### config.mk
export PLATFORM = sky130hd
export DESIGN_NAME = writeback_stage
export DESIGN_NICKNAME = d
export VERILOG_FILES = /design/src/rtl/writeback_stage_pkg.sv /design/src/rtl/writeback_stage_load_align_ext.sv /design/src/rtl/writeback_stage.sv
export SDC_FILE = /design/constraint.sdc
export NUM_CORES = 1
export LEC_CHECK = 0
export BUFFER_PORTS_ARGS = -buffer_cell sky130_fd_sc_hd__buf_2
export CAP_MARGIN = 20
export CORE_MARGIN = 4
export CORE_UTILIZATION = 38
export CTS_CLUSTER_DIAMETER = 50
export DETAILED_ROUTE_END_ITERATION = 10
export PLACE_DENSITY = 0.69
export SLEW_MARGIN = 20
export SYNTH_ARGS = -nofsm -noshare
export SYNTH_HDL_FRONTEND = slang
export SYNTH_SLANG_ARGS = --single-unit
export TNS_END_PERCENT = 1
### constraint.sdc
create_clock -name clk_in -period 2.25 [get_ports clk_in]
set_clock_uncertainty 0.05 [all_clocks]
set_input_delay 0.3375 -clock clk_in [delete_from_list [all_inputs] [get_ports clk_in]]
set_output_delay 0.3375 -clock clk_in [all_outputs]
set_load 0.02 [all_outputs]
### src/rtl/writeback_stage_pkg.sv
// Shared RV32I core types: datapath widths, writeback source and load size encodings.
// No logic of its own; pure declarations plus one lane-extension helper.
// Used by the writeback stage and the store-path checker.
package writeback_stage_pkg;

    localparam int XLEN       = 32;
    localparam int REG_ADDR_W = 5;
    localparam int INSTRET_W  = 64;

    // Writeback source select; codes 5..7 are undefined and never write.
    typedef enum logic [2:0] {
        WB_ALU  = 3'd0,
        WB_LOAD = 3'd1,
        WB_PC4  = 3'd2,
        WB_IMM  = 3'd3,
        WB_CSR  = 3'd4
    } wb_sel_t;

    // Load access size; the unused code 3 behaves as a word access.
    typedef enum logic [1:0] {
        LS_BYTE = 2'd0,
        LS_HALF = 2'd1,
        LS_WORD = 2'd2
    } load_size_t;

    // Widen an extracted byte or halfword lane to 32 bits, sign- or zero-filled.
    function automatic logic [31:0] extend_lane(input logic [15:0] lane,
                                                input logic        is_half,
                                                input logic        zero_ext);
        logic fill;
        fill = is_half ? lane[15] : lane[7];
        if (zero_ext) begin
            fill = 1'b0;
        end
        if (is_half) begin
            extend_lane = {{16{fill}}, lane};
        end else begin
            extend_lane = {{24{fill}}, lane[7:0]};
        end
    endfunction

endpackage

### src/rtl/writeback_stage_load_align_ext.sv
// Load lane extraction with sign/zero extension and alignment check for RV32I loads.
// Purely combinational, zero latency.
// No flow control; caller qualifies the misaligned flag with its own load indication.
module load_align_ext
    import writeback_stage_pkg::*;
(
    input  logic [31:0] word,
    input  logic [1:0]  size,
    input  logic        zero_ext,
    input  logic [1:0]  addr_lsb,
    output logic [31:0] data,
    output logic        misaligned
);

    logic [7:0]  byte_lane;
    logic [15:0] half_lane;

    // Pick the addressed byte and halfword lanes out of the aligned word.
    always_comb begin
        byte_lane = word[7:0];
        case (addr_lsb)
            2'd0:    byte_lane = word[7:0];
            2'd1:    byte_lane = word[15:8];
            2'd2:    byte_lane = word[23:16];
            default: byte_lane = word[31:24];
        endcase
        half_lane = addr_lsb[1] ? word[31:16] : word[15:0];
    end

    // Size-dependent result and alignment; the reserved size code acts as a word.
    always_comb begin
        data       = word;
        misaligned = 1'b0;
        case (size)
            LS_BYTE: begin
                data       = extend_lane({8'h00, byte_lane}, 1'b0, zero_ext);
                misaligned = 1'b0;
            end
            LS_HALF: begin
                data       = extend_lane(half_lane, 1'b1, zero_ext);
                misaligned = addr_lsb[0];
            end
            default: begin
                data       = word;
                misaligned = (addr_lsb != 2'd0);
            end
        endcase
    end

endmodule

### src/rtl/writeback_stage.sv
// Final RV32I stage: selects/extends the result and drives the register file write port.
// One cycle from input edge to write-port drive; instret counts on the following edge.
// stall_in holds the entry (write fires once only); flush_in captures a bubble.
module writeback_stage
    import writeback_stage_pkg::*;
#(
    parameter int XLEN       = writeback_stage_pkg::XLEN,
    parameter int REG_ADDR_W = writeback_stage_pkg::REG_ADDR_W,
    parameter int INSTRET_W  = writeback_stage_pkg::INSTRET_W
) (
    input  logic                  clk_in,
    input  logic                  reset_in,
    input  logic                  valid_in,
    input  logic                  stall_in,
    input  logic                  flush_in,
    input  logic [REG_ADDR_W-1:0] rd_addr_in,
    input  logic                  rf_wr_req_in,
    input  logic [2:0]            wb_sel_in,
    input  logic [XLEN-1:0]       alu_result_in,
    input  logic [XLEN-1:0]       load_word_in,
    input  logic [1:0]            load_size_in,
    input  logic                  load_unsigned_in,
    input  logic [1:0]            addr_lsb_in,
    input  logic [XLEN-1:0]       pc_plus_4_in,
    input  logic [XLEN-1:0]       imm_in,
    input  logic [XLEN-1:0]       csr_data_in,
    output logic [REG_ADDR_W-1:0] rd_addr_out,
    output logic                  wr_en_out,
    output logic [XLEN-1:0]       rd_out,
    output logic                  misaligned_load_out,
    output logic [INSTRET_W-1:0]  instret_out
);

    logic [XLEN-1:0] load_data;
    logic            load_misaligned_raw;
    logic [XLEN-1:0] sel_data;
    logic            sel_legal;
    logic            next_misaligned;
    logic            next_wr_ok;

    // Entry state: valid/fresh qualify the registered write and exception pulses.
    logic                  valid_q;
    logic                  fresh_q;
    logic                  entry_mis_q;
    logic                  wr_en_q;
    logic                  mis_pulse_q;
    logic [REG_ADDR_W-1:0] rd_addr_q;
    logic [XLEN-1:0]       rd_q;
    logic [INSTRET_W-1:0]  instret_q;

    load_align_ext u_load_align_ext (
        .word       (load_word_in),
        .size       (load_size_in),
        .zero_ext   (load_unsigned_in),
        .addr_lsb   (addr_lsb_in),
        .data       (load_data),
        .misaligned (load_misaligned_raw)
    );

    // Writeback source mux; undefined select codes yield zero data and no write.
    always_comb begin
        sel_data  = '0;
        sel_legal = 1'b1;
        case (wb_sel_in)
            WB_ALU:  sel_data = alu_result_in;
            WB_LOAD: sel_data = load_data;
            WB_PC4:  sel_data = pc_plus_4_in;
            WB_IMM:  sel_data = imm_in;
            WB_CSR:  sel_data = csr_data_in;
            default: begin
                sel_data  = '0;
                sel_legal = 1'b0;
            end
        endcase
    end

    // Alignment only matters for actual loads; x0 and illegal selects never write.
    always_comb begin
        next_misaligned = valid_in && (wb_sel_in == WB_LOAD) && load_misaligned_raw;
        next_wr_ok      = valid_in && rf_wr_req_in && (rd_addr_in != '0)
                          && sel_legal && !load_misaligned_raw_gate();
    end

    function automatic logic load_misaligned_raw_gate();
        return (wb_sel_in == WB_LOAD) && load_misaligned_raw;
    endfunction

    // Stage register: capture, bubble on flush, hold on stall with fresh cleared.
    always_ff @(posedge clk_in) begin
        if (reset_in) begin
            valid_q     <= 1'b0;
            fresh_q     <= 1'b0;
            entry_mis_q <= 1'b0;
            wr_en_q     <= 1'b0;
            mis_pulse_q <= 1'b0;
            rd_addr_q   <= '0;
            rd_q        <= '0;
        end else if (flush_in) begin
            valid_q     <= 1'b0;
            fresh_q     <= 1'b0;
            entry_mis_q <= 1'b0;
            wr_en_q     <= 1'b0;
            mis_pulse_q <= 1'b0;
        end else if (!stall_in) begin
            valid_q     <= valid_in;
            fresh_q     <= 1'b1;
            entry_mis_q <= next_misaligned;
            wr_en_q     <= next_wr_ok;
            mis_pulse_q <= next_misaligned;
            rd_addr_q   <= rd_addr_in;
            rd_q        <= sel_data;
        end else begin
            fresh_q     <= 1'b0;
            wr_en_q     <= 1'b0;
            mis_pulse_q <= 1'b0;
        end
    end

    // Retire on the edge that ends an entry's fresh cycle; wraps naturally.
    always_ff @(posedge clk_in) begin
        if (reset_in) begin
            instret_q <= '0;
        end else if (valid_q && fresh_q && !entry_mis_q) begin
            instret_q <= instret_q + INSTRET_W'(1);
        end
    end

    assign rd_addr_out         = rd_addr_q;
    assign rd_out              = rd_q;
    assign wr_en_out           = wr_en_q;
    assign misaligned_load_out = mis_pulse_q;
    assign instret_out         = instret_q;

endmodule
==> qor.json, run 1 <==
{
  "run_status": {
    "result_of_the_run": "finished with violations",
    "failed_checks": "setup timing"
  },
  "worst_setup_path": {
    "worstPathBufferInverterCount": 0,
    "critical_path.startpoint_type": "flip-flop",
    "critical_path.startpoint": "entry_mis_q",
    "path_cells": "nand3b_1, or4_4, or4_4, or4_1, a21oi_1",
    "origin_of_the_critical_flop_to_flop_path": "entry_mis_q",
    "critical_path_arrival_ns": 2.50,
    "cpPeakStageDelay_ns": 0.55,
    "worst-endpoint-required_ns": 2.48,
    "cpMostUsedCell": "or4_4",
    "path_max_fanout": 3,
    "cp-end-kind": "flip-flop",
    "setup.worst_path.class": "reg -> reg",
    "worst_path_max_delay_cell": "or4_4",
    "cp_delay_by_family_top": "simple AND/OR/NAND/NOR gates"
  },
  "clocking": {
    "clock_buffers_created_by_tritoncts": 9,
    "clock_sink_count": 106,
    "clk_root_buffer_cell": "clkbuf_16",
    "clock_input_transition_at_the_sequential_cells_of_the_worst_setup_and_hold_paths_ns": 0.08,
    "clock_latency_ns": 0.35,
    "clock_tree.buffer_depth": 2,
    "cts_max_level": 3,
    "clock_tree_from_tritoncts": "built"
  },
  "sta": {
    "setup-tns-final_ns": -0.02580,
    "holdWs_ns": 0.1500,
    "min_period_over_period_pct": 101.1,
    "max_slew.worst_pin.slew_ns": 0.9807,
    "setup-violations-final": 1,
    "finalWorstPathRequiredPeriod_ns": 2.276,
    "drv_slew": 0,
    "fmax_mhz": 439.4,
    "finalWorstSetupSlack_ns": -0.02580,
    "rsz_0062_raised_after_global_routing": "yes",
    "maxSlewHeadroom_pct": 34.38,
    "hold_violations": 0
  },
  "logic_synthesis": {
    "multiplexer_share_of_the_synthesized_area_pct": 7.316,
    "synth_top_cell_area_share_pct": 35.05,
    "synth_compound_gate_area_share_pct": 25.42,
    "ys_seq_elements": 106,
    "edff_count_synth": 0,
    "yosys.cell_count.top_type": "dfxtp_1",
    "cell_taking_the_most_area_after_synthesis": "dfxtp_1",
    "post_synth_inst_count": 763,
    "synthArstFlopShare_pct": 0,
    "post_synth_xor_area_fraction_pct": 4.774,
    "synthesis.nets": 943,
    "synth_area_um2": 6055,
    "avgSynthCellArea_um2": 7.935,
    "synth.lib_cells_used.distinct": 53,
    "synth.yosys.seq_area_share_pct": 35.05,
    "synth_simple_gate_area_share_pct": 22.50,
    "synth_flop_cell": "dfxtp_1",
    "synth_top_cells_by_area": "dfxtp_1 35%, o21ai_0 6.0%, a21oi_1 5.3%",
    "yosysWarnings": 0,
    "synth_top_family_by_area": "compound AO/OA/AOI/OAI gates",
    "yosys.area_share.adder_pct": 0.2067,
    "synth_cell_count_leaders": "106 x dfxtp_1, 72 x o21ai_0, 64 x a21oi_1, 58 x nand2_1, 58 x nor2_1"
  },
  "drt": {
    "drtAntennaViolNets": 0,
    "routed_wl_um": 23270,
    "avgRoutedWirePerCell_um": 17.82,
    "vias_per_cell": 5.452,
    "first_pass_iters": 5,
    "initialDrtViolationCount": 474,
    "route.detailed.drc": 0,
    "via_count": 7120
  },
  "global_route": {
    "grt_usage_pct": 24.80,
    "antenna_found_initial": 4,
    "pin_count_of_the_biggest_net_entering_global_routing": 72,
    "grt_pass1_wl_um": 35420,
    "number_of_global_route_vias_before_repair": 6637,
    "globalRouteOverflowTotal": 0
  },
  "placement": {
    "numPortBuffers": 281,
    "gp_routability_congestion": 0.9162,
    "dpl.hpwl_um": 18700,
    "pre_cts_slack_ns": -0.03583
  },
  "layout": {
    "nFillCells": 1525,
    "synthToLayoutAreaGrowth_pct": 42.03,
    "num-nets-final": 1265,
    "proportion_of_layout_cells_with_a_drive_suffix_above_1_pct": 41.65,
    "final_cell_utilization_of_the_core_pct": 55.74
  },
  "power_and_ir_drop": {
    "pwr-share-comb_pct": 17.3,
    "seq_power_share_pct": 46.2,
    "power.net_switching_uw": 1178,
    "pwr-share-clk_pct": 36.5,
    "static-leakage-power_uw": 0.003799,
    "power_switching_share_pct": 28.34,
    "fin_total_pwr_uw": 4157,
    "worst_ir_drop_vdd_uv": 345.4,
    "power.internal_uw": 2979,
    "power.density_cell_area_nw_per_um2": 483.4
  },
  "flow_run": {
    "max_cap_check_violation_count": 0
  },
  "floorplan": {
    "io_pins": 282,
    "start_util_pct": 39.25,
    "chip_width_um": 134.2,
    "num_rows": 45,
    "die_h_um": 134.2,
    "core_area_um2": 15430,
    "die_area_um2": 18020
  },
  "hold_path": {
    "min-delay-start": "flush_in",
    "worstHoldPathType": "in -> reg"
  }
}
==> worst reg2reg max path, cell delays in order, from the launching register on <==
cell	delay (ns)
dfxtp_1	0.31
nand3b_1	0.17
or4_4	0.50
or4_4	0.55
or4_1	0.49
a21oi_1	0.13
==> metrics by stage <==
step / cell area, um^2 / cells
final: 8600 / 1306
after global routing: 8597 / 1305
after CTS: 8547 / 1299
after detailed placement: 8258 / 1283
after global placement: 8258 / 1283
after floorplan: 6146 / 763
==> placed cells by master (no fill, tap or decap), types with 16 or more instances in the layout <==
master | Yosys | layout
nand3_1 | 23 | 22
nand4_1 | 26 | 26
xor2_1 | 19 | 19
inv_1 | 16 | 16
nand2_1 | 58 | 58
o22ai_1 | 20 | 20
dfxtp_2 | 0 | 19
a21oi_1 | 64 | 63
mux2_2 | 16 | 16
buf_2 | 1 | 281
mux2i_1 | 24 | 24
buf_4 | 0 | 85
nor2_1 | 58 | 57
dfxtp_1 | 106 | 75
o21ai_0 | 72 | 72
a31oi_1 | 18 | 18
or3_1 | 22 | 22
==> final timing paths <==
| kind | endpoint | slack (ns) | depth (start not counted) |
|---|---|---|---|
| max | instret_out[35] | -0.03 | 5 |
| min | entry_mis_q | 0.15 | 2 |
| max reg2reg | instret_out[35] | -0.03 | 5 |
| min reg2reg | rd_addr_out[4] | 0.41 | 2 |
==> state kept, by name, indices dropped and copies added, names as in the netlist <==
| name | flops |
|---|---|
| fresh_q | 1 |
| misaligned_load_out | 1 |
| instret_out | 64 |
| entry_mis_q | 1 |
| rd_out | 32 |
| wr_en_out | 1 |
| rd_addr_out | 5 |
| valid_q | 1 |
==> cell families after synthesis <==
| kind of cell | count (synthesis) |
|---|---|
| compound gates | 247 |
| xor+xnor | 33 |
| fa+ha+maj | 1 |
| buf+inv | 74 |
| flops | 106 |
| mux | 41 |
| simple gates | 261 |
==> layout make-up <==
type / instances / area [um^2] / area share, %
clock inverter: 7 / 53.80 / 0.6256
antenna: 5 / 12.51 / 0.1455
tap: 211 / 264.0 / 3.070
sequential: 106 / 2191 / 25.48
multi-input combinational: 583 / 3697 / 42.99
inverter: 16 / 60.06 / 0.6984
clock buffer: 9 / 225.2 / 2.619
timing repair buffer: 369 / 2096 / 24.37
==> routing by layer <==
layer,wire [um],vias to the layer above,part of all wire [%],GRT usage [%]
met3,1683,44,7.2,4.389
met5,0,-,0,0
met2,10990,282,47,40.50
li1,-,3513,-,-
met1,9941,3281,43,32.49
met4,652,0,2.8,9.955
==> power by group through the flow <==
stage	clock, uW	combinational [uW]	sequential, uW
finish	1520	720	1920
global route	1620	777	1920
CTS	1540	715	1920
detailed placement	0	714	1960
global placement	0	708	1960
floorplan	0	327	2010
==> what timing repair did <==
item | 4_1_cts | 5_1_grt
hold endpoints to repair | 0 | 0
pin swaps | 4 | 11
hold buffers | 0 | 0
gates resized for setup | 2 | 7
setup buffers | 0 | 2
cloned | 0 | 0
endpoints found under the setup margin | 13 | 21
Power figures use the tool's default switching activity.
==> run 2, diff against run 1 <==
SETUP_SLACK_MARGIN = 0.1   (was not set)
SLEW_MARGIN = 0   (was 20)
==> run 2 against run 1 <==
Net effect:
- the run still ends with setup timing left
- clock power hardly changed
- critical path type unchanged
- setup slack worse by 0.0014 ns
- via count is 0.28% higher
==> qor.json, run 2 (synthesis gave the netlist of run 1 again) <==
{
  "run_status": {
    "result_of_the_run": {"value": "finished with violations", "change": "unchanged"},
    "failed_checks": {"value": "setup timing", "change": "unchanged"}
  },
  "clocking": {
    "clk_root_buffer_cell": {"value": "clkbuf_16", "change": "unchanged"},
    "clock_latency": {"value": 0.35, "unit": "ns", "change": "about the same"},
    "cts_max_level": {"value": 3, "change": "unchanged"},
    "clock_buffers_created_by_tritoncts": {"value": 9, "change": "unchanged"},
    "clock_tree.buffer_depth": {"value": 2, "change": "unchanged"},
    "clock_input_transition_at_the_sequential_cells_of_the_worst_setup_and_hold_paths": {"value": 0.08, "unit": "ns", "change": "about the same"},
    "clock_tree_from_tritoncts": {"value": "built", "change": "unchanged"},
    "post_cts.repair.setup_buffers": {"value": 0, "change": "unchanged"},
    "clock_sink_count": {"value": 106, "change": "unchanged"}
  },
  "sta": {
    "max_slew.worst_pin.slew": {"value": 0.9852, "unit": "ns", "change": "was 0.9807 ns"},
    "finalWorstPathRequiredPeriod": {"value": 2.277, "unit": "ns", "change": "was 2.276 ns"},
    "setup-violations-final": {"value": 1, "change": "unchanged"},
    "setup-tns-final": {"value": -0.02725, "unit": "ns", "change": "was -0.02580 ns"},
    "min_period_over_period": {"value": 101.2, "unit": "%", "change": "was 101.1%"},
    "rsz_0062_raised_after_global_routing": {"value": "yes", "change": "unchanged"},
    "finalWorstSetupSlack": {"value": -0.02725, "unit": "ns", "change": "was -0.02580 ns"},
    "fmax": {"value": 439.1, "unit": "MHz", "change": "was 439.4 MHz"},
    "drv_slew": {"value": 0, "change": "unchanged"},
    "hold_violations": {"value": 0, "change": "unchanged"},
    "maxSlewHeadroom": {"value": 34.08, "unit": "%", "change": "was 34.38%"},
    "holdWs": {"value": 0.1494, "unit": "ns", "change": "was 0.1500 ns"}
  },
  "worst_setup_path": {
    "critical_path_arrival": {"value": 2.50, "unit": "ns", "change": "about the same"},
    "cp-end-kind": {"value": "flip-flop", "change": "unchanged"},
    "worst_r2r_endpoint": {"value": "instret_out[35]", "change": "unchanged"},
    "setup.worst_path.class": {"value": "reg -> reg", "change": "unchanged"},
    "reg2reg_setup_slack": {"value": -0.03, "unit": "ns", "change": "about the same"},
    "path_max_fanout": {"value": 3, "change": "unchanged"},
    "critical_path.startpoint_type": {"value": "flip-flop", "change": "unchanged"},
    "worst-endpoint-required": {"value": 2.48, "unit": "ns", "change": "about the same"},
    "reg2regPathDepth": {"value": 5, "change": "unchanged"},
    "origin_of_the_critical_flop_to_flop_path": {"value": "entry_mis_q", "change": "unchanged"}
  },
  "layout": {
    "num-nets-final": {"value": 1263, "change": "was 1265"},
    "register_area": {"value": 2192, "unit": "um^2", "change": "was 2191 um^2"},
    "multiInputGateArea": {"value": 3700, "unit": "um^2", "change": "was 3697 um^2"},
    "largest_register_ffs": {"value": 64, "change": "unchanged"},
    "proportion_of_layout_cells_with_a_drive_suffix_above_1": {"value": 41.45, "unit": "%", "change": "was 41.65%"},
    "synthToLayoutAreaGrowth": {"value": 41.91, "unit": "%", "change": "was 42.03%"},
    "final_common_cell": {"value": "buf_2", "change": "unchanged"},
    "highest_count_cells_in_the_layout_ignoring_fill_and_taps": {"value": "281 x buf_2, 82 x buf_4, 74 x dfxtp_1", "change": "was 281 x buf_2, 85 x buf_4, 75 x dfxtp_1"},
    "nFillCells": {"value": 1521, "change": "was 1525"}
  },
  "global_route": {
    "grt_pass1_wl": {"value": 35430, "unit": "um", "change": "was 35420 um"},
    "number_of_global_route_vias_before_repair": {"value": 6646, "change": "was 6637"},
    "globalRouteOverflowTotal": {"value": 0, "change": "unchanged"},
    "pin_count_of_the_biggest_net_entering_global_routing": {"value": 72, "change": "unchanged"},
    "antenna_found_initial": {"value": 4, "change": "unchanged"},
    "grt_usage": {"value": 24.82, "unit": "%", "change": "was 24.80%"}
  },
  "power_and_ir_drop": {
    "worst_ir_drop_vdd": {"value": 345.3, "unit": "uV", "change": "was 345.4 uV"},
    "static-leakage-power": {"value": 0.003806, "unit": "uW", "change": "was 0.003799 uW"},
    "power.density_cell_area": {"value": 483.4, "unit": "nW/um^2", "change": "about the same"}
  },
  "floorplan": {
    "num_rows": {"value": 45, "change": "unchanged"},
    "core_area": {"value": 15430, "unit": "um^2", "change": "unchanged"},
    "io_pins": {"value": 282, "change": "unchanged"},
    "chip_width": {"value": 134.2, "unit": "um", "change": "unchanged"},
    "die_h": {"value": 134.2, "unit": "um", "change": "unchanged"},
    "start_util": {"value": 39.25, "unit": "%", "change": "unchanged"},
    "die_area": {"value": 18020, "unit": "um^2", "change": "unchanged"}
  },
  "hold_path": {
    "min-delay-start": {"value": "flush_in", "change": "unchanged"},
    "worstHoldPathType": {"value": "in -> reg", "change": "unchanged"},
    "min_delay_worst_endpoint": {"value": "entry_mis_q", "change": "unchanged"},
    "min_path_cells": {"value": 2, "change": "unchanged"}
  },
  "drt": {
    "first_pass_iters": {"value": 5, "change": "unchanged"},
    "via_count": {"value": 7140, "change": "was 7120"},
    "vias_per_cell": {"value": 5.475, "change": "was 5.452"},
    "drtAntennaViolNets": {"value": 0, "change": "unchanged"},
    "route.detailed.drc": {"value": 0, "change": "unchanged"},
    "initialDrtViolationCount": {"value": 437, "change": "was 474"},
    "avgRoutedWirePerCell": {"value": 17.86, "unit": "um", "change": "was 17.82 um"},
    "routed_wl": {"value": 23290, "unit": "um", "change": "was 23270 um"}
  },
  "flow_run": {
    "max_cap_check_violation_count": {"value": 0, "change": "unchanged"}
  },
  "placement": {
    "gp_routability_congestion": {"value": 0.9162, "change": "unchanged"},
    "numPortBuffers": {"value": 281, "change": "unchanged"},
    "dpl.hpwl": {"value": 18700, "unit": "um", "change": "unchanged"}
  }
}
run 2: metal layers:
layer,track usage (%),up-vias,routed length (um)
met3,4.389,46,1630
met1,32.42,3291,9994
li1,-,3509,-
met5,0,-,0
met4,9.898,0,668
met2,40.70,294,11000
run 2: worst max-delay path by stage:
| stage | startpoint | to | slack, ns | cells past startpoint |
|---|---|---|---|---|
| after floorplan | entry_mis_q | instret_out[35] | -0.15 | 6 |
| after global placement | instret_out[10] | instret_out[50] | 0.02 | 5 |
| after detailed placement | instret_out[4] | instret_out[57] | -0.04 | 8 |
| after CTS | entry_mis_q | instret_out[35] | -0.03 | 5 |
| after global routing | instret_out[14] | instret_out[35] | -0.11 | 5 |
| final | entry_mis_q | instret_out[35] | -0.03 | 5 |
run 2: cell type report:
class | instances | area share, %
timing repair buffer | 367 | 24.26
clock inverter | 7 | 0.6262
multi-input combinational | 583 | 43.06
sequential | 106 | 25.51
clock buffer | 9 | 2.621
tap | 211 | 3.073
antenna | 5 | 0.1456
inverter | 16 | 0.6990
run 2: through the flow:
| step | total power (uW) | setup slack [ns] | instances | cell area (um^2) | utilization, % |
|---|---|---|---|---|---|
| final | 4153 | -0.02725 | 1304 | 8592 | 55.69 |
| after global routing | 4321 | -0.1090 | 1303 | 8589 | 55.68 |
| after CTS | 4178 | -0.02757 | 1299 | 8559 | 55.48 |
| after detailed placement | 2675 | -0.03583 | 1283 | 8258 | 53.53 |
| after global placement | 2669 | 0.01718 | 1283 | 8258 | 53.53 |
| after floorplan | 2332 | -0.1466 | 763 | 6146 | - |
run 2: worst max-delay path: stages (launching register included):
cell and delay [ns]:
dfxtp_1 0.31, nand3b_1 0.17, or4_4 0.50, or4_4 0.55, or4_1 0.49, a21oi_1 0.13
run 2: where the power goes:
part / switching (uW) / internal, uW / total (uW)
registers: 20.9 / 1900 / 1920
logic: 402 / 317 / 719
clock network: 751 / 763 / 1510
total: 1170 / 2980 / 4150
run 2: what timing repair did:
| action | CTS | global route |
|---|---|---|
| resized for setup | 5 | 6 |
| endpoints found under the setup margin | 20 | 24 |
| hold buffers | 0 | 0 |
| pin swaps | 23 | 4 |
